### config.mk
export PLATFORM = sky130hd
export DESIGN_NAME = noc_local_rx_port_flat
export DESIGN_NICKNAME = d
export VERILOG_FILES = /design/src/rtl/noc_pkg.sv /design/src/rtl/noc_local_rx_port_if.sv /design/src/rtl/noc_sync_fifo.sv /design/src/rtl/noc_local_rx_port.sv /design/src/flat_wrapper.sv
export SDC_FILE = /design/constraint.sdc
export NUM_CORES = 1
export LEC_CHECK = 0
export ABC_AREA = 1
export BUFFER_PORTS_ARGS = -buffer_cell sky130_fd_sc_hd__buf_4
export CAP_MARGIN = 20
export CORE_MARGIN = 4
export CORE_UTILIZATION = 40
export CTS_BUF_LIST = sky130_fd_sc_hd__clkbuf_16
export DETAILED_ROUTE_END_ITERATION = 10
export GPL_TIMING_DRIVEN = 0
export PLACE_DENSITY = 0.7
export SLEW_MARGIN = 15
export SYNTH_ARGS = -nofsm -noshare
export SYNTH_HDL_FRONTEND = slang
export SYNTH_HIERARCHICAL = 1
export SYNTH_SLANG_ARGS = --single-unit
### constraint.sdc
create_clock -name clk -period 9.65 [get_ports clk]
set_input_delay 1.4475 -clock clk [delete_from_list [all_inputs] [get_ports clk]]
set_output_delay 1.4475 -clock clk [all_outputs]
set_load 0.03 [all_outputs]
### src/rtl/noc_pkg.sv
// Shared NoC packet layout: default field widths, field offsets and a packed view
// of a packet, used by the local rx/tx ports and the router.
package noc_pkg;

    localparam int NOC_PAYLOAD_W = 32;
    localparam int NOC_SRC_W     = 4;
    localparam int NOC_PKT_W     = NOC_PAYLOAD_W + 1 + NOC_SRC_W;

    // Bit positions inside a packet: payload on top, flag, then source id at the bottom.
    localparam int NOC_SRC_LSB   = 0;
    localparam int NOC_FLAG_BIT  = NOC_SRC_W;
    localparam int NOC_DATA_LSB  = NOC_SRC_W + 1;

    typedef struct packed {
        logic [NOC_PAYLOAD_W-1:0] payload;
        logic                     flag;
        logic [NOC_SRC_W-1:0]     src;
    } noc_pkt_t;

endpackage

### src/rtl/noc_local_rx_port_if.sv
// Router-facing valid/ready input and core-facing head/pop/status signals of the
// local rx port; slave is the port itself, master is the router plus core side.
interface noc_local_rx_port_if
    import noc_pkg::*;
#(
    parameter int PKT_W     = NOC_PKT_W,
    parameter int PAYLOAD_W = NOC_PAYLOAD_W,
    parameter int SRC_W     = NOC_SRC_W,
    parameter int DEPTH     = 4,
    parameter int CNT_W     = 16
);
    localparam int LVL_W = $clog2(DEPTH) + 1;

    logic                 rt_valid;
    logic                 rt_ready;
    logic [PKT_W-1:0]     rt_packet;
    logic                 cpu_valid;
    logic                 cpu_pop;
    logic [PAYLOAD_W-1:0] cpu_data;
    logic                 cpu_flag;
    logic [SRC_W-1:0]     cpu_src;
    logic [LVL_W-1:0]     cpu_level;
    logic                 cpu_irq;
    logic [CNT_W-1:0]     rx_count;

    modport slave (
        input  rt_valid, rt_packet, cpu_pop,
        output rt_ready, cpu_valid, cpu_data, cpu_flag, cpu_src, cpu_level, cpu_irq, rx_count
    );

    modport master (
        output rt_valid, rt_packet, cpu_pop,
        input  rt_ready, cpu_valid, cpu_data, cpu_flag, cpu_src, cpu_level, cpu_irq, rx_count
    );

endinterface

### src/rtl/noc_sync_fifo.sv
// Single-clock show-ahead FIFO with wrap-bit pointers; head data is combinational
// from the read pointer, level is the pointer difference (0..DEPTH).
module noc_sync_fifo #(
    parameter int WIDTH = 37,
    parameter int DEPTH = 4
) (
    input  logic                     clk,
    input  logic                     reset,
    input  logic                     push,
    input  logic                     pop,
    input  logic [WIDTH-1:0]         wdata,
    output logic [WIDTH-1:0]         rdata,
    output logic                     full,
    output logic                     empty,
    output logic [$clog2(DEPTH):0]   level
);
    localparam int AW = $clog2(DEPTH);

    logic [AW:0]      wr_ptr;
    logic [AW:0]      rd_ptr;
    logic [WIDTH-1:0] mem [DEPTH];
    logic             wr_en;
    logic             rd_en;

    assign wr_en = push & ~full;
    assign rd_en = pop & ~empty;

    // NOTE: storage has no reset; an entry is only visible once the pointers cover it.
    always_ff @(posedge clk) begin
        if (wr_en) mem[wr_ptr[AW-1:0]] <= wdata;
    end

    // NOTE: state registers use non-blocking assignments so every flop samples pre-edge values.
    always_ff @(posedge clk or negedge reset) begin
        if (!reset) begin
            wr_ptr <= '0;
            rd_ptr <= '0;
        end else begin
            if (wr_en) wr_ptr <= wr_ptr + 1'b1;
            if (rd_en) rd_ptr <= rd_ptr + 1'b1;
        end
    end

    assign empty = (wr_ptr == rd_ptr);
    assign full  = (wr_ptr[AW] != rd_ptr[AW]) && (wr_ptr[AW-1:0] == rd_ptr[AW-1:0]);
    assign level = wr_ptr - rd_ptr;
    assign rdata = mem[rd_ptr[AW-1:0]];

endmodule

### src/rtl/noc_local_rx_port.sv
// Receive side of a core's network interface on the router local port: buffers
// router packets, splits head fields for the core, raises a fill interrupt and counts arrivals.
module noc_local_rx_port
    import noc_pkg::*;
#(
    parameter int PAYLOAD_W  = NOC_PAYLOAD_W,
    parameter int SRC_W      = NOC_SRC_W,
    parameter int PKT_W      = NOC_PKT_W,
    parameter int DEPTH      = 4,
    parameter int IRQ_THRESH = 1,
    parameter int CNT_W      = 16
) (
    input logic                clk,
    input logic                reset,
    noc_local_rx_port_if.slave bus
);
    localparam int LVL_W = $clog2(DEPTH) + 1;

    if (PKT_W != PAYLOAD_W + SRC_W + 1) begin : g_bad_pkt_w
        $error("noc_local_rx_port: PKT_W must equal PAYLOAD_W+SRC_W+1");
    end
    if (IRQ_THRESH < 1 || IRQ_THRESH > DEPTH) begin : g_bad_thresh
        $error("noc_local_rx_port: IRQ_THRESH must lie in 1..DEPTH");
    end

    logic             push;
    logic             pop;
    logic             full;
    logic             empty;
    logic [PKT_W-1:0] head;
    logic [PKT_W-1:0] head_vis;
    logic [LVL_W-1:0] level;
    logic [LVL_W-1:0] level_next;
    logic             irq_q;
    logic [CNT_W-1:0] count_q;

    assign push = bus.rt_valid & ~full;
    assign pop  = bus.cpu_pop & ~empty;

    noc_sync_fifo #(.WIDTH(PKT_W), .DEPTH(DEPTH)) u_fifo (
        .clk   (clk),
        .reset (reset),
        .push  (push),
        .pop   (pop),
        .wdata (bus.rt_packet),
        .rdata (head),
        .full  (full),
        .empty (empty),
        .level (level)
    );

    // Stale storage is hidden so the core sees zeros whenever nothing is queued.
    assign head_vis      = empty ? '0 : head;
    assign bus.cpu_data  = head_vis[PKT_W-1:SRC_W+1];
    assign bus.cpu_flag  = head_vis[SRC_W];
    assign bus.cpu_src   = head_vis[SRC_W-1:0];
    assign bus.rt_ready  = ~full;
    assign bus.cpu_valid = ~empty;
    assign bus.cpu_level = level;
    assign bus.cpu_irq   = irq_q;
    assign bus.rx_count  = count_q;

    // NOTE: level_next gets its default first so no path leaves it unassigned (no latch).
    always_comb begin
        level_next = level;
        case ({push, pop})
            2'b10:   level_next = level + LVL_W'(1);
            2'b01:   level_next = level - LVL_W'(1);
            default: level_next = level;
        endcase
    end

    // irq follows the post-edge occupancy, so it changes on the same edge as the level.
    always_ff @(posedge clk or negedge reset) begin
        if (!reset) begin
            irq_q   <= 1'b0;
            count_q <= '0;
        end else begin
            irq_q <= (level_next >= LVL_W'(IRQ_THRESH));
            if (push && (count_q != {CNT_W{1'b1}})) count_q <= count_q + 1'b1;
        end
    end

endmodule

### src/flat_wrapper.sv
// flat-port wrapper written by rule: the top's interface ports become plain ports
module noc_local_rx_port_flat import noc_pkg::*;
#(
    parameter int PAYLOAD_W  = NOC_PAYLOAD_W,
    parameter int SRC_W      = NOC_SRC_W,
    parameter int PKT_W      = NOC_PKT_W,
    parameter int DEPTH      = 4,
    parameter int IRQ_THRESH = 1,
    parameter int CNT_W      = 16
)
  (clk, reset, bus_rt_valid, bus_rt_packet, bus_cpu_pop, bus_rt_ready, bus_cpu_valid, bus_cpu_data, bus_cpu_flag, bus_cpu_src, bus_cpu_level, bus_cpu_irq, bus_rx_count);
  noc_local_rx_port_if #(.PKT_W(PKT_W), .PAYLOAD_W(PAYLOAD_W), .SRC_W(SRC_W), .DEPTH(DEPTH), .CNT_W(CNT_W)) bus_i ();
  input logic clk;
  input logic reset;
  input wire logic [$bits(bus_i.rt_valid)-1:0] bus_rt_valid;
  input wire logic [$bits(bus_i.rt_packet)-1:0] bus_rt_packet;
  input wire logic [$bits(bus_i.cpu_pop)-1:0] bus_cpu_pop;
  output wire logic [$bits(bus_i.rt_ready)-1:0] bus_rt_ready;
  output wire logic [$bits(bus_i.cpu_valid)-1:0] bus_cpu_valid;
  output wire logic [$bits(bus_i.cpu_data)-1:0] bus_cpu_data;
  output wire logic [$bits(bus_i.cpu_flag)-1:0] bus_cpu_flag;
  output wire logic [$bits(bus_i.cpu_src)-1:0] bus_cpu_src;
  output wire logic [$bits(bus_i.cpu_level)-1:0] bus_cpu_level;
  output wire logic [$bits(bus_i.cpu_irq)-1:0] bus_cpu_irq;
  output wire logic [$bits(bus_i.rx_count)-1:0] bus_rx_count;
  assign bus_i.rt_valid = bus_rt_valid;
  assign bus_i.rt_packet = bus_rt_packet;
  assign bus_i.cpu_pop = bus_cpu_pop;
  assign bus_rt_ready = bus_i.rt_ready;
  assign bus_cpu_valid = bus_i.cpu_valid;
  assign bus_cpu_data = bus_i.cpu_data;
  assign bus_cpu_flag = bus_i.cpu_flag;
  assign bus_cpu_src = bus_i.cpu_src;
  assign bus_cpu_level = bus_i.cpu_level;
  assign bus_cpu_irq = bus_i.cpu_irq;
  assign bus_rx_count = bus_i.rx_count;
  noc_local_rx_port #(.PAYLOAD_W(PAYLOAD_W), .SRC_W(SRC_W), .PKT_W(PKT_W), .DEPTH(DEPTH), .IRQ_THRESH(IRQ_THRESH), .CNT_W(CNT_W)) u_core (.clk(clk), .reset(reset), .bus(bus_i));
endmodule
# ---- Yosys cells after proc, flatten, opt, wreduce, memory -nomap -nowiden
# Memories as Yosys holds them, arrays and structs flattened.
# Index checks and enable logic that the tools add are counted.
dict set report op_classes {
  addsub 6
  magnitude_cmp 1
  eq_ne 6
  mux 4
  n_bitwise 6
  n_reduce_logical 2
}
# operator n
set ops {}
lappend ops {{$mux W37} 1}
lappend ops {{$add A16 B1 Y16 const B} 1}
lappend ops {{$ne A16 B16 Y1 const B} 1}
lappend ops {{$add A3 B1 Y3 const B} 3}
lappend ops {{$pmux W3 S2} 1}
lappend ops {{$and A1 B1 Y1} 4}
lappend ops {{$eq A3 B3 Y1} 1}
lappend ops {{$ge A3 B1 Y1 const B} 1}
lappend ops {{$sub A3 B1 Y3 const B} 1}
lappend ops {{$sub A3 B3 Y3} 1}
lappend ops {{$eq A2 B1 Y1 const B} 1}
lappend ops {{$eq A2 B2 Y1} 1}
lappend ops {{$eq A2 B2 Y1 const B} 1}
lappend ops {{$logic_and A1 B1 Y1} 2}
lappend ops {{$mux W1} 2}
lappend ops {{$not A1 Y1} 2}
lappend ops {{$ne A1 B1 Y1} 1}
dict set report totals {
  regBits 23
  ram_bits 148
  inputBits 41
  output_inout_bits 59
  word_cells 30
  memories 1
}
# name words word_bits rd rd_clocked_by_memory_dff wr line
set memory_table {}
lappend memory_table {u_core.u_fifo.mem 4 37 1 0 1 noc_sync_fifo.sv:21} ;# logic [WIDTH-1:0] mem [DEPTH];

# ---- Longest topological paths before layout
dict set report logic_depth {
  word_depth 7
  mapped_depth 18
  ltp_nobuf 15
}

# ---- Cells and area by module
# The synthesis kept the hierarchy.
# mod instances cells_each area_per_inst_um2 seq_area_each_um2
set modules_own_cells {}
lappend modules_own_cells {noc_sync_fifo 1 422 6132.1 4594.4}
lappend modules_own_cells {noc_local_rx_port 1 239 1446.4 425.4}

# ---- Worst setup path before layout
# Ideal clock, no wire load.
dict set report synth_path {
  path_kind {register to register}
  startpoint {reg u_core.u_fifo.rd_ptr[1]}
  endpoint {mem u_core.u_fifo.mem[0][0] (enable)}
  setup_time_ps 431
  arrival_ps 3584
  required_time_ps 9219
  slack_ps 5634
  path_stages_with_launch 14
  n_path_buf 2
  period_less_slack_ps 4016
  path_cell_list {dfrtp_1 inv_2 buf_2 buf_2 ha_1 nand2_1 inv_2 nand3_2 inv_2 inv_1 nand2_1 inv_1 nand2_1 nor2_1}
}
dict set report synth_between {
  elab_chain_len 7
}
# item line
set synth_rtl {}
lappend synth_rtl {{from (decl)} noc_sync_fifo.sv:20} ;# logic [AW:0] rd_ptr;
lappend synth_rtl {{from (signal assigned)} noc_sync_fifo.sv:40} ;# if (rd_en) rd_ptr <= rd_ptr + 1'b1;
lappend synth_rtl {{$eq A2 B2 Y1} noc_sync_fifo.sv:45} ;# assign full = (wr_ptr[AW] != rd_ptr[AW]) && (wr_ptr[AW-1:0] == rd_ptr[AW-1:0]);
lappend synth_rtl {{$logic_and A1 B1 Y1} noc_sync_fifo.sv:45}
lappend synth_rtl {{named net u_core.full} noc_local_rx_port.sv:28} ;# logic full;
lappend synth_rtl {{$not A1 Y1} n/a}
lappend synth_rtl {{named net bus_rt_ready} flat_wrapper.sv:18} ;# output wire logic [$bits(bus_i.rt_ready)-1:0] bus_rt_ready;
lappend synth_rtl {{$and A1 B1 Y1} noc_local_rx_port.sv:37} ;# assign push = bus.rt_valid & ~full;
lappend synth_rtl {{named net u_core.push} noc_local_rx_port.sv:26} ;# logic push;
lappend synth_rtl {{$and A1 B1 Y1} noc_sync_fifo.sv:25} ;# assign wr_en = push & ~full;
lappend synth_rtl {{$mux W1} noc_sync_fifo.sv:30} ;# if (wr_en) mem[wr_ptr[AW-1:0]] <= wdata;
lappend synth_rtl {{$mux W1 (implied by the code)} noc_sync_fifo.sv:30}
lappend synth_rtl {{to (decl)} noc_sync_fifo.sv:21}
# The timed path passes the listed nets, and every way through them passes these cells.

# ---- Worst setup path after layout
dict set report layout_path {
  startpoint {reg u_core.u_fifo.rd_ptr[1]}
  endpoint {out bus_cpu_data[24]}
}
dict set report layout_between {
  elab_chain_len 2
  elab_cells_between_ends 3
  cone_classes {1 x eq/ne; 1 x mux; 1 x memory}
}
# item line
set layout_rtl {}
lappend layout_rtl {{$eq A3 B3 Y1} noc_sync_fifo.sv:44} ;# assign empty = (wr_ptr == rd_ptr);
lappend layout_rtl {{named net u_core.empty} noc_local_rx_port.sv:29} ;# logic empty;
lappend layout_rtl {{$mux W37} noc_local_rx_port.sv:53} ;# assign head_vis = empty ? '0 : head;
lappend layout_rtl {{to (decl)} flat_wrapper.sv:20} ;# output wire logic [$bits(bus_i.cpu_data)-1:0] bus_cpu_data;
# The timed path passes the listed nets, and every way through them passes these cells.

==> impl_metrics.json <==
{
  "yosysSeqAreaShare": 0.662,
  "placed_cells": 998,
  "total_power_mw": 3.58,
  "nFillCells": 1604,
  "synth_top_cell_by_area": "edfxtp_1",
  "grt_pass1_vias": 5032,
  "dieArea_mm2": 0.0212,
  "reg2reg_depth": 18,
  "ir_worst_vdd_v": 0.000242,
  "root_buffer": "clkbuf_16",
  "viasPerCell": 4.97,
  "final_nets": 835,
  "place.gp.congestion": 0.810,
  "grt_max_degree": 24,
  "synth_cell_types": 28,
  "crit_slowest_cell": "clkbuf_1",
  "hp-start": "u_core/u_fifo/wr_ptr[2]",
  "antenna_found_initial": 0,
  "cp_cell_sequence": "inv_2 > buf_2 > buf_2 > ha_1 > nand2_1 > inv_2 > nand3_1 > inv_2 > clkbuf_1 > clkbuf_1 > nor2_1 > buf_4",
  "rsz0062_at_grt": "no",
  "numPortBuffers": 99,
  "tns_ns": 0,
  "path_max_fanout": 11,
  "start_util": 0.407,
  "hold_class": "reg -> reg",
  "synth_area_mm2": 0.00758,
  "routedWlPerCell_um": 16.3,
  "finalCoreUtilization": 0.499,
  "hold_depth": 2,
  "synth.top_cell.area_share": 0.586,
  "worstMarginPinSlew_ns": 0.651,
  "io_pins": 100,
  "dpl.hpwl_um": 11300,
  "path_clk_slew_ns": 0.06,
  "required_ns": 8.20,
  "p_leak_nw": 3.68,
  "post_cts.repair.setup_buffers": 0,
  "grt_overflow": 0,
  "cts.sinks": 171,
  "htreeDepth": 4,
  "fmax_ghz": 0.205,
  "drc": 0,
  "grt_usage": 0.161,
  "synth_area_leaders": "edfxtp_1 59%, dfrtp_1 7.6%, nor2_1 5.8%, o21ai_0 4.5%, nand2_1 4.0%",
  "die_height_um": 146,
  "whs_endpoint": "u_core/u_fifo/wr_ptr[2]",
  "dr.pass1.iters": 5,
  "async_reset_ff_frac": 0.135,
  "worstReg2RegStart": "u_core/u_fifo/rd_ptr[1]",
  "ys_top_cells_by_count": "148 x edfxtp_1, 117 x nor2_1, 81 x nand2_1",
  "crit_type": "reg -> out",
  "drv_slew": 0,
  "seq_area_mm2": 0.00502,
  "synth_edf_count": 148,
  "reg2reg_slack_ns": 5.62,
  "outcome": "completed",
  "min_period_ns": 4.88,
  "end_kind": "output port",
  "grt_pass1_wl_um": 26600,
  "worst_clock_skew_ns": 0.0132,
  "dp_slack_ns": 5.16,
  "cpPeakStageDelay_ns": 0.52,
  "power_density_mw_per_mm2": 385,
  "syn-num-nets": 713,
  "cp_common_cell": "inv_2",
  "area_growth_syn_to_layout_pct": 22.8,
  "cts_hold_buf": 0,
  "r2r-end": "u_core/bus.cpu_irq",
  "syn_avg_cell_area_um2": 11.5,
  "hold_viol": 0,
  "ant_nets": 0,
  "finalCritPeriodShare": 0.506,
  "die_w_um": 146,
  "cap_violations": 0,
  "drive_gt1_frac": 0.259,
  "synth_seq_cells": 171,
  "multi_input_area_mm2": 0.00210,
  "ctsResizeCount": 0,
  "startpoint_type": "flop",
  "clk_latency_ns": 0.43,
  "finalSetupViolCount": 0,
  "synth_warnings": 6,
  "insertedDiodeCount": 0,
  "via_count": 5122,
  "synth_ff_type": "edfxtp_1",
  "crit_family": "buffers and inverters",
  "instances_no_fill": 1030,
  "cp_data_arrival_time_ns": 3.43,
  "yosysMostFrequentCell": "edfxtp_1",
  "row_count": 50,
  "drtIter0Drc": 384,
  "layout_setup_ws_ns": 4.77,
  "crit_buf_inv": 8,
  "max-clock-path-buffers": 2,
  "cts_tree": "done",
  "drt-total-wl_um": 16800,
  "core_mm2": 0.0186,
  "maxSlewHeadroom": 0.565,
  "synthCells": 661,
  "cts_buffers": 17
}
-- metal layers --
layer,part of all wire,vias to the layer above,wire length [um],GRT usage
met5,0,-,0,0
met4,0.015,0,245,0.0579
met3,0.058,17,969,0.0396
met2,0.49,140,8160,0.266
met1,0.44,2464,7420,0.207
li1,-,2501,-,-
-- power breakdown --
group          internal (mW)  switching, mW
Combinational          0.609           1.23
Sequential              1.00         0.0773
Clock                  0.386          0.284
-- cell families (layout without fill, tap and decap cells) --
logic type,Yosys count,count (layout),synth area share
flip-flops,171,171,0.662
buffers and inverters,104,239,0.0631
AO/OA/AOI/OAI,125,125,0.103
AND/OR/NAND/NOR,242,242,0.142
XOR/XNOR,8,8,0.00925
adder cells (fa/ha/maj),11,11,0.0201
-- placed cells by master, fill, tap and decap left out, drive strengths merged --
cell type,n
edfxtp,148
nor2,133
buf,121
o21ai,87
nand2,84
inv,82
o22ai,37
clkbuf,28
dfrtp,23
nand3,19
ha,9
nand4,6
clkinv,6
xor2,5
xnor2,3
bufinv,2
fa,2
a21oi,1
-- per-stage QoR --
step,hold WS [ns],area (um^2)
after detailed placement,0.519,8720
after global placement,0.507,8610
final,0.530,9300
after floorplan,0.484,7580
after global routing,0.565,9300
after CTS,0.533,9300
-- worst min-delay path, delay by kind of cell, from the launching register on --
family | cells | cell delay (ns)
flops | 1 | 0.38
simple gates | 2 | 0.11
-- worst max-delay path by stage --
stage                             from                       end  slack (ns)  cells after the start
2_1_floorplan  u_core/u_fifo/rd_ptr[1]   u_core/u_fifo/mem[0][0]        5.63                     13
6_report       u_core/u_fifo/rd_ptr[1]          bus_cpu_data[24]        4.77                     12
3_5_place_dp   u_core/u_fifo/rd_ptr[1]          bus_cpu_data[26]        5.16                     12
5_1_grt        u_core/u_fifo/rd_ptr[1]          bus_cpu_data[26]        4.50                     12
3_3_place_gp   u_core/u_fifo/rd_ptr[1]  u_core/u_fifo/mem[0][18]        4.24                     13
4_1_cts        u_core/u_fifo/rd_ptr[1]          bus_cpu_data[26]        4.69                     12
-- layout make-up --
type / instances / share of cell area
sequential: 171 / 0.540
multi-input combinational: 386 / 0.226
timing repair buffer: 103 / 0.0885
clock buffer: 17 / 0.0457
tap: 234 / 0.0315
inverter: 75 / 0.0305
buffer: 29 / 0.0208
clock inverter: 15 / 0.0173
-- registers in the layout, indices dropped and copies added (netlist names) --
signal and count:
u_core/u_fifo/mem 148, u_core/bus.rx_count 16, u_core/u_fifo/rd_ptr 3, u_core/u_fifo/wr_ptr 3
u_core/bus.cpu_irq 1
Note: power is estimated with default switching activity, not from simulation.
